===== config.mk =====
export PLATFORM = sky130hd
export DESIGN_NAME = pattern_scan_arbiter_flat
export DESIGN_NICKNAME = d
export VERILOG_FILES = /design/src/rtl/pattern_scan_arbiter_if.sv /design/src/rtl/pattern_scan_arbiter.sv /design/src/flat_wrapper.sv
export SDC_FILE = /design/constraint.sdc
export NUM_CORES = 1
export LEC_CHECK = 0
export CORE_MARGIN = 4
export CORE_UTILIZATION = 42
export DETAILED_ROUTE_END_ITERATION = 6
export HOLD_SLACK_MARGIN = 0.1
export PLACE_DENSITY = 0.95
export SLEW_MARGIN = 0
export SYNTH_ARGS = -nofsm -noshare
export SYNTH_HDL_FRONTEND = slang
export SYNTH_SLANG_ARGS = --single-unit

===== constraint.sdc =====
create_clock -name clk -period 10 [get_ports clk]
set_clock_uncertainty 0.1 [all_clocks]
set_input_delay 1 -clock clk [delete_from_list [all_inputs] [get_ports clk]]
set_output_delay 1 -clock clk [all_outputs]
set_load 0.02 [all_outputs]

===== src/rtl/pattern_scan_arbiter_if.sv =====
// Requester/consumer handshake bundle for pattern_scan_arbiter.
// The master side drives requests and response acceptance; the slave side is the arbiter.
interface pattern_scan_arbiter_if #(
  parameter int unsigned N_REQ = 4,
  parameter int unsigned ID_W  = 2
);
  logic [N_REQ-1:0]    req_valid;
  logic [16*N_REQ-1:0] req_data;
  logic [N_REQ-1:0]    req_ready;
  logic                rsp_valid;
  logic                rsp_ready;
  logic [ID_W-1:0]     rsp_id;
  logic [13:0]         rsp_indices;
  logic [3:0]          rsp_count;

  modport master (
    output req_valid, req_data, rsp_ready,
    input  req_ready, rsp_valid, rsp_id, rsp_indices, rsp_count
  );

  modport slave (
    input  req_valid, req_data, rsp_ready,
    output req_ready, rsp_valid, rsp_id, rsp_indices, rsp_count
  );
endinterface


===== src/rtl/pattern_scan_arbiter.sv =====
// Round-robin sharing of one registered "101" detector between N_REQ requesters.
// Optional response statistics counters are built when PATTERN_SCAN_STATS_EN is defined.
module pattern_scan_arbiter #(
  parameter int unsigned N_REQ = 4,
  parameter int unsigned ID_W  = 2
) (
  input  logic                       clk,
  input  logic                       reset,
  pattern_scan_arbiter_if.slave      bus,
  output logic [15:0]                det_data,
  input  logic [13:0]                det_match,
  output logic                       busy,
  output logic [15:0]                stat_words,
  output logic [15:0]                stat_matches
);

  typedef enum logic [1:0] {StIdle, StIssue, StCapture, StResp} state_e;

  state_e          state_q, state_d;
  logic [ID_W-1:0] rr_ptr_q, rr_ptr_d;
  logic [15:0]     det_data_q, det_data_d;
  logic            rsp_valid_q, rsp_valid_d;
  logic [ID_W-1:0] rsp_id_q, rsp_id_d;
  logic [13:0]     rsp_indices_q, rsp_indices_d;
  logic [3:0]      rsp_count_q, rsp_count_d;
  logic            busy_q, busy_d;

  logic [15:0]     req_word [N_REQ];
  logic            found;
  logic [ID_W-1:0] grant_idx;
  logic [ID_W-1:0] scan_idx;
  logic [3:0]      match_cnt;
  logic [N_REQ-1:0] req_ready;
  logic            rsp_fire;

  // Round-robin scan starting at rr_ptr_q, wrapping at N_REQ.
  always_comb begin
    found     = 1'b0;
    grant_idx = '0;
    scan_idx  = '0;
    for (int i = 0; i < N_REQ; i++) begin
      req_word[i] = bus.req_data[16*i +: 16];
    end
    for (int k = 0; k < N_REQ; k++) begin
      scan_idx = ID_W'((32'(rr_ptr_q) + k) % N_REQ);
      if (!found && bus.req_valid[scan_idx]) begin
        found     = 1'b1;
        grant_idx = scan_idx;
      end
    end
  end

  always_comb begin
    match_cnt = '0;
    for (int i = 0; i < 14; i++) begin
      match_cnt = match_cnt + {3'b000, det_match[i]};
    end
  end

  assign rsp_fire = (state_q == StResp) && bus.rsp_ready;

  always_comb begin
    state_d       = state_q;
    rr_ptr_d      = rr_ptr_q;
    det_data_d    = det_data_q;
    rsp_valid_d   = rsp_valid_q;
    rsp_id_d      = rsp_id_q;
    rsp_indices_d = rsp_indices_q;
    rsp_count_d   = rsp_count_q;
    req_ready     = '0;
    unique case (state_q)
      StIdle: begin
        if (found) begin
          req_ready[grant_idx] = 1'b1;
          det_data_d           = req_word[grant_idx];
          rsp_id_d             = grant_idx;
          rr_ptr_d             = (grant_idx == ID_W'(N_REQ - 1)) ? '0 : grant_idx + 1'b1;
          state_d              = StIssue;
        end
      end
      StIssue: state_d = StCapture;
      StCapture: begin
        rsp_indices_d = det_match;
        rsp_count_d   = match_cnt;
        rsp_valid_d   = 1'b1;
        state_d       = StResp;
      end
      StResp: begin
        if (bus.rsp_ready) begin
          rsp_valid_d = 1'b0;
          state_d     = StIdle;
        end
      end
      default: state_d = StIdle;
    endcase
    // No grant may be signalled while the block is being reset.
    if (reset) begin
      req_ready = '0;
    end
    busy_d = (state_d != StIdle);
  end

  always_ff @(posedge clk) begin
    if (reset) begin
      state_q       <= StIdle;
      rr_ptr_q      <= '0;
      det_data_q    <= '0;
      rsp_valid_q   <= 1'b0;
      rsp_id_q      <= '0;
      rsp_indices_q <= '0;
      rsp_count_q   <= '0;
      busy_q        <= 1'b0;
    end else begin
      state_q       <= state_d;
      rr_ptr_q      <= rr_ptr_d;
      det_data_q    <= det_data_d;
      rsp_valid_q   <= rsp_valid_d;
      rsp_id_q      <= rsp_id_d;
      rsp_indices_q <= rsp_indices_d;
      rsp_count_q   <= rsp_count_d;
      busy_q        <= busy_d;
    end
  end

`ifdef PATTERN_SCAN_STATS_EN
  logic [15:0] stat_words_q, stat_words_d;
  logic [15:0] stat_matches_q, stat_matches_d;
  logic [16:0] match_sum;

  // Both counters saturate rather than wrap.
  always_comb begin
    stat_words_d   = stat_words_q;
    stat_matches_d = stat_matches_q;
    match_sum      = {1'b0, stat_matches_q} + {13'd0, rsp_count_q};
    if (rsp_fire) begin
      if (stat_words_q != 16'hFFFF) begin
        stat_words_d = stat_words_q + 16'd1;
      end
      stat_matches_d = match_sum[16] ? 16'hFFFF : match_sum[15:0];
    end
  end

  always_ff @(posedge clk) begin
    if (reset) begin
      stat_words_q   <= '0;
      stat_matches_q <= '0;
    end else begin
      stat_words_q   <= stat_words_d;
      stat_matches_q <= stat_matches_d;
    end
  end

  assign stat_words   = stat_words_q;
  assign stat_matches = stat_matches_q;
`else
  logic unused_fire;
  assign unused_fire  = rsp_fire;
  assign stat_words   = '0;
  assign stat_matches = '0;
`endif

  assign bus.req_ready   = req_ready;
  assign bus.rsp_valid   = rsp_valid_q;
  assign bus.rsp_id      = rsp_id_q;
  assign bus.rsp_indices = rsp_indices_q;
  assign bus.rsp_count   = rsp_count_q;
  assign det_data        = det_data_q;
  assign busy            = busy_q;

endmodule


===== src/flat_wrapper.sv =====
// flat-port wrapper written by rule: the top's interface ports become plain ports
module pattern_scan_arbiter_flat 
#(
  parameter int unsigned N_REQ = 4,
  parameter int unsigned ID_W  = 2
)
  (clk, reset, det_data, det_match, busy, stat_words, stat_matches, bus_req_valid, bus_req_data, bus_rsp_ready, bus_req_ready, bus_rsp_valid, bus_rsp_id, bus_rsp_indices, bus_rsp_count);
  pattern_scan_arbiter_if #(.N_REQ(N_REQ), .ID_W(ID_W)) bus_i ();
  input  logic clk;
  input  logic reset;
  output logic [15:0] det_data;
  input  logic [13:0] det_match;
  output logic busy;
  output logic [15:0] stat_words;
  output logic [15:0] stat_matches;
  input wire logic [$bits(bus_i.req_valid)-1:0] bus_req_valid;
  input wire logic [$bits(bus_i.req_data)-1:0] bus_req_data;
  input wire logic [$bits(bus_i.rsp_ready)-1:0] bus_rsp_ready;
  output wire logic [$bits(bus_i.req_ready)-1:0] bus_req_ready;
  output wire logic [$bits(bus_i.rsp_valid)-1:0] bus_rsp_valid;
  output wire logic [$bits(bus_i.rsp_id)-1:0] bus_rsp_id;
  output wire logic [$bits(bus_i.rsp_indices)-1:0] bus_rsp_indices;
  output wire logic [$bits(bus_i.rsp_count)-1:0] bus_rsp_count;
  assign bus_i.req_valid = bus_req_valid;
  assign bus_i.req_data = bus_req_data;
  assign bus_i.rsp_ready = bus_rsp_ready;
  assign bus_req_ready = bus_i.req_ready;
  assign bus_rsp_valid = bus_i.rsp_valid;
  assign bus_rsp_id = bus_i.rsp_id;
  assign bus_rsp_indices = bus_i.rsp_indices;
  assign bus_rsp_count = bus_i.rsp_count;
  pattern_scan_arbiter #(.N_REQ(N_REQ), .ID_W(ID_W)) u_core (.clk(clk), .reset(reset), .bus(bus_i), .det_data(det_data), .det_match(det_match), .busy(busy), .stat_words(stat_words), .stat_matches(stat_matches));
endmodule

**Word level (Yosys, flattened, before mapping)**

Cells that the tools add are included.

- Logic and storage cells: 80
- Memories kept: 0
- Input port bits: 85
- RAM bits: 0
- Register bits: 42
- Memory bits (read-only): 0
- Output and inout bits: 74
- Latch bits: 0

- Bitwise operators: 1
- Reduce and logical (&&, ||, !) cells: 12
- Shifts and indexed selects: 0
- Equal/unequal tests: 5
- Div/mod/pow operators: 0
- $mul: 0
- Muxes and demuxes: 30
- Add/sub/neg operators: 17
- $lt $le $gt $ge: 7

Operators by type and width:

| operator | number |
|---|---|
| 4-bit by 1-bit adder with 4-bit output | 12 |
| 16-bit binary-select mux with 2-bit select | 1 |
| 16-bit 2-to-1 mux | 2 |
| 2-bit by 3-bit less-than comparator with 1-bit output, second input constant | 5 |
| 2-bit 2-to-1 mux | 7 |
| 4-bit 2-to-1 mux | 3 |
| 1-bit 2-to-1 mux | 10 |
| 1-bit binary-select mux with 2-bit select | 4 |
| 2-bit case mux with 4 select lines | 1 |
| 2-bit == test, second input constant | 3 |
| 2-bit by 1-bit adder with 2-bit output, second input constant | 2 |
| 2-bit adder, second input constant | 2 |
| 1-bit logical AND | 4 |
| 2-bit AND reduction | 2 |
| 2-bit nonzero test | 2 |
| 3-bit >= comparator, second input constant | 1 |
| 1-bit logical NOT | 3 |
| 2-bit NOT with 3-bit output | 1 |
| 1-bit by 1-bit adder with 2-bit output | 1 |
| 1-bit demux with 2-bit select | 1 |
| 2-bit by 1-bit == test with 1-bit output, second input constant | 1 |
| 2-bit by 1-bit >= comparator with 1-bit output, second input constant | 1 |
| 2-bit logical NOT | 1 |
| 2-bit != test, second input constant | 1 |
| 1-bit case mux with 2 select lines | 1 |

**Depth between registers and ports, before layout**

- Depth after elaboration: 19
- Mapped depth: 15

**Worst setup path after synthesis**

No wires, ideal clock.

- Path type: input port to flip-flop
- Start: in det_match[0]
- End: reg u_core.rsp_count_q[2], in the netlist u_core.bus.rsp_count[2]
- Setup slack: 5.585 ns
- Data arrival time: 4.245 ns
- Data required time: 9.830 ns
- Library setup time: 0.070 ns
- Path buffers: 0
- Cell stages on the path: 11
- Path through: ha_1 -> inv_1 -> fa_1 -> fa_1 -> fa_1 -> fa_1 -> fa_1 -> fa_1 -> xnor2_1 -> nand2_1 -> a21oi_1

- Longest elaborated chain between the ends: 13

RTL lines:

| what | RTL line | text |
|---|---|---|
| from (decl) | flat_wrapper.sv:12 | `input logic [13:0] det_match;` |
| 1-bit by 1-bit adder with 2-bit output | pattern_scan_arbiter.sv:56 | `match_cnt = match_cnt + {3'b000, det_match[i]};` |
| 4-bit by 1-bit adder with 4-bit output (12 in a row) | pattern_scan_arbiter.sv:56 |  |
| to (signal assigned) | pattern_scan_arbiter.sv:120 | `rsp_count_q <= rsp_count_d;` |
| to (decl) | pattern_scan_arbiter.sv:25 | `logic [3:0] rsp_count_q, rsp_count_d;` |

Every way passes these cells.
A chain may end at the register's enable or synchronous reset.

**Worst setup path after layout**

- Start: in bus_req_valid[1]
- End: out bus_req_ready[3]

- Longest elaborated chain between the ends: 19
- Elaborated cells between the ends (all ways): 30
- Classes of those cells: order compare (2); mux (21); reduce/logical (7)

RTL lines:

| what | RTL line | text |
|---|---|---|
| from (decl) | flat_wrapper.sv:16 | `input wire logic [$bits(bus_i.req_valid)-1:0] bus_req_valid;` |
| 1-bit binary-select mux with 2-bit select | pattern_scan_arbiter.sv:46 | `if (!found && bus.req_valid[scan_idx]) begin` |
| 1-bit 2-to-1 mux (not written as such) | pattern_scan_arbiter.sv:46 |  |
| 1-bit 2-to-1 mux | pattern_scan_arbiter.sv:46 |  |
| 1-bit logical NOT | pattern_scan_arbiter.sv:46 |  |
| 1-bit logical AND | pattern_scan_arbiter.sv:46 |  |
| 1-bit 2-to-1 mux | pattern_scan_arbiter.sv:46 |  |
| 1-bit logical NOT | pattern_scan_arbiter.sv:46 |  |
| 1-bit logical AND | pattern_scan_arbiter.sv:46 |  |
| (+3 left out) | n/a |  |
| 2-bit 2-to-1 mux | pattern_scan_arbiter.sv:46 |  |
| 2-bit by 3-bit less-than comparator with 1-bit output (not written as such) or 2-bit by 1-bit >= comparator with 1-bit output (tied branches) | pattern_scan_arbiter.sv:74 | `req_ready[grant_idx] = 1'b1;` |
| 1-bit logical AND (not written as such) | pattern_scan_arbiter.sv:74 |  |
| 1-bit 2-to-1 mux (not written as such) | pattern_scan_arbiter.sv:74 |  |
| 1-bit demux with 2-bit select | n/a |  |
| 4-bit 2-to-1 mux (*) | pattern_scan_arbiter.sv:73 | `if (found) begin` |
| 4-bit 2-to-1 mux (*) | pattern_scan_arbiter.sv:71 | `unique case (state_q)` |
| 4-bit 2-to-1 mux (*) | pattern_scan_arbiter.sv:97 | `if (reset) begin` |
| to (decl) | flat_wrapper.sv:19 | `output wire logic [$bits(bus_i.req_ready)-1:0] bus_req_ready;` |

Mark *: on every way between the ends. The rest lies on a longest branch, timed or not. The select of a mux whose other input is x is not followed.

==> metrics <==
dpl cell area 3990 um2; n_diodes 0; Tcrit/Tclk final 0.498; clk sink count 42; Hold Crit Start u_core.bus.rsp_indices[4]$_SDFFE_PP0P_; fin crit period 4.98 ns; post-CTS resize count 0; DP Cell Count 510; initial drt markers 103; post-DP HPWL 7.07 mm; final hold viol count 0; Reg2Reg Setup Slack 7.34 ns; Initial Utilization 0.442; # DRC 0; Clock Latency Late Sink 0.29 ns; Post-synth top flop dfxtp_1; CTS buffer count 5; most common cell in the netlist dfxtp_1; Via density 5.31; fin. max-slew vios 0; max_cap viols 0; sequential share of the synthesized area 0.295; grt ovf 0; Worst EP required 8.90 ns; status complete, no violations; worst setup path category in2out; CTS clk-pin slew, worst paths 0.08 ns; row cnt 29; commonest cells in the netlist dfxtp_1 (42), nand2_1 (39), a21oi_1 (35); Total GRT Usage 0.216; DRT Pass-1 Iters 4; CTS tree yes; placeable core region 6460 um2; end of the worst hold path u_core.bus.rsp_indices[4]$_SDFFE_PP0P_; syn_area_per_cell 8.83 um2; VDD IR max 0.0779 mV; EDFF count, synth 0; Critical Path Start Type input pin; Synth Register Bits 42; Peak Freq 0.201 GHz; area leader, netlist dfxtp_1; die area 8170 um2; hold buffers post-CTS 0; Final Cell Area 4100 um2; CP Max Fanout 18; routability congestion estimate 0.899; Overall Power 602 uW; critical path arrival 3.88 ns; Post-Syn Area 2850 um2; antenna violations before repair 0; largest net degree at the start of global routing 30; H-tree levels 2; IO buf count 126; Syn-to-layout area delta 43.6%; fin nets 543; final setup TNS 0 ns; RR Startpoint u_core.rr_ptr_q[1]$_SDFFE_PP0P_; crit path capture type output port; clock root cell clkbuf_8; WL final 9.01 mm; DIE WIDTH 90.4 um; proportion of layout cells with a drive suffix above 1 0.104; Synth warnings 0; Final ANT Viol Nets 0; worst hold-check path type reg2reg; library cells used by synthesis 49; RSZ-0062 raised after global routing no; share of the synthesized area in the top cell type 0.295; main area contributors after synthesis dfxtp_1 (29%), buf_4 (8.7%), a21oi_1 (6.1%), fa_1 (5.6%), a221o_1 (5.3%); die height 90.4 um; Power Dens Cells 147 nW/um2; detailed-route wire length per cell 17.4 um; Max Root-Sink Buffers 2; fraction of registers with async set/reset 0; Leak 1.67 nW; final setup vio count 0; Hold Path Cell Cnt 2; setup bufs post-CTS 0; Crit Reg-Reg Endpoint u_core.det_data[5]$_SDFFE_PP0P_; Final Non-Filler Cells 518; Syn Inst Count 323; vias after detailed routing 2751; vias in the first global route 2809; worst rel slew slack 0.176; R2R cell count 5; first-pass GRT wire length 14.3 mm; Worst Tran Pin Value 1.23 ns; I/O pin total 159
-- flip-flops by register name (all words and copies together) (netlist names) --
signal,count
u_core.bus.rsp_indices,14
u_core.rr_ptr_q,2
u_core.busy,1
u_core.det_data,16
u_core.bus.rsp_valid,1
u_core.state_q,2
u_core.bus.rsp_count,4
u_core.bus.rsp_id,2
-- critical path: stages --
cell             delay (ns)
clkdlybuf4s50_1        0.59
nor2_2                 0.12
nor4b_4                0.73
nor2_4                 0.07
inv_2                  0.39
ha_1                   0.25
and2_1                 0.12
clkdlybuf4s50_1        0.60
-- routing by layer --
layer | vias up | share of wire | track usage
met5 | - | 0 | 0
met4 | 0 | 0.023 | 0.0587
met3 | 18 | 0.13 | 0.102
met2 | 151 | 0.48 | 0.387
met1 | 1292 | 0.37 | 0.226
li1 | 1290 | - | -
-- power breakdown --
| group | internal, mW | total (mW) | switching, mW |
|---|---|---|---|
| Clock | 0.0748 | 0.135 | 0.0602 |
| Combinational | 0.129 | 0.266 | 0.136 |
| Sequential | 0.187 | 0.201 | 0.0139 |
-- how the worst max path moves through the flow --
stage | startpoint | to | slack [ns] | cells past startpoint
6_report | bus_req_valid[1] | bus_req_ready[3] | 5.02 | 8
4_1_cts | bus_req_valid[0] | bus_req_ready[3] | 5.01 | 8
5_1_grt | bus_req_valid[0] | bus_req_ready[3] | 4.81 | 8
3_5_place_dp | det_match[0] | u_core.bus.rsp_count[2]$_SDFFE_PP0P_ | 4.97 | 12
2_1_floorplan | det_match[0] | u_core.bus.rsp_count[2]$_SDFFE_PP0P_ | 5.59 | 11
3_3_place_gp | det_match[0] | u_core.bus.rsp_count[2]$_SDFFE_PP0P_ | 5.09 | 12
-- logic make-up after synthesis --
kind of cell | count (synthesis) | share of synthesized area
XOR/XNOR | 1 | 0.00307
AO/OA/AOI/OAI | 83 | 0.186
buffers and inverters | 70 | 0.151
multiplexers | 16 | 0.0737
other | 1 | 0.00131
AND/OR/NAND/NOR | 92 | 0.189
adder cells (fa/ha/maj) | 18 | 0.100
flip-flops | 42 | 0.295
-- cell type report --
cell class                      count  area [um2]
Clock inverter                      1        30.0
Clock buffer                        7        76.3
Inverter                           21        78.8
Multi-Input combinational cell    242        1700
Tap cell                           77        96.3
Fill cell                         503        2360
Sequential cell                    42         841
Timing Repair Buffer              128        1280
-- placed cells by master, fill, tap and decap left out, drive strengths merged, types with 2 or more instances in the layout --
master,n
a211oi,3
dfxtp,42
a21oi,36
o21ai,19
o21bai,2
nor2b,7
ha,10
clkbuf,7
or4,2
clkdlybuf4s50,126
conb,32
a221o,15
nand3,16
nor4,2
and2,4
inv,21
buf,2
nor2,13
mux2,16
nand2b,2
nand2,39
nand3b,3
fa,8
nor3,2
-- per-stage QoR --
stage | utilization | setup slack (ns) | hold slack [ns]
floorplan | - | 5.59 | 0.420
global placement | 0.618 | 5.09 | 0.339
detailed placement | 0.618 | 4.97 | 0.349
CTS | 0.634 | 5.01 | 0.361
global route | 0.634 | 4.81 | 0.380
finish | 0.634 | 5.02 | 0.357
No activity file was read; power rests on OpenSTA's default activity.
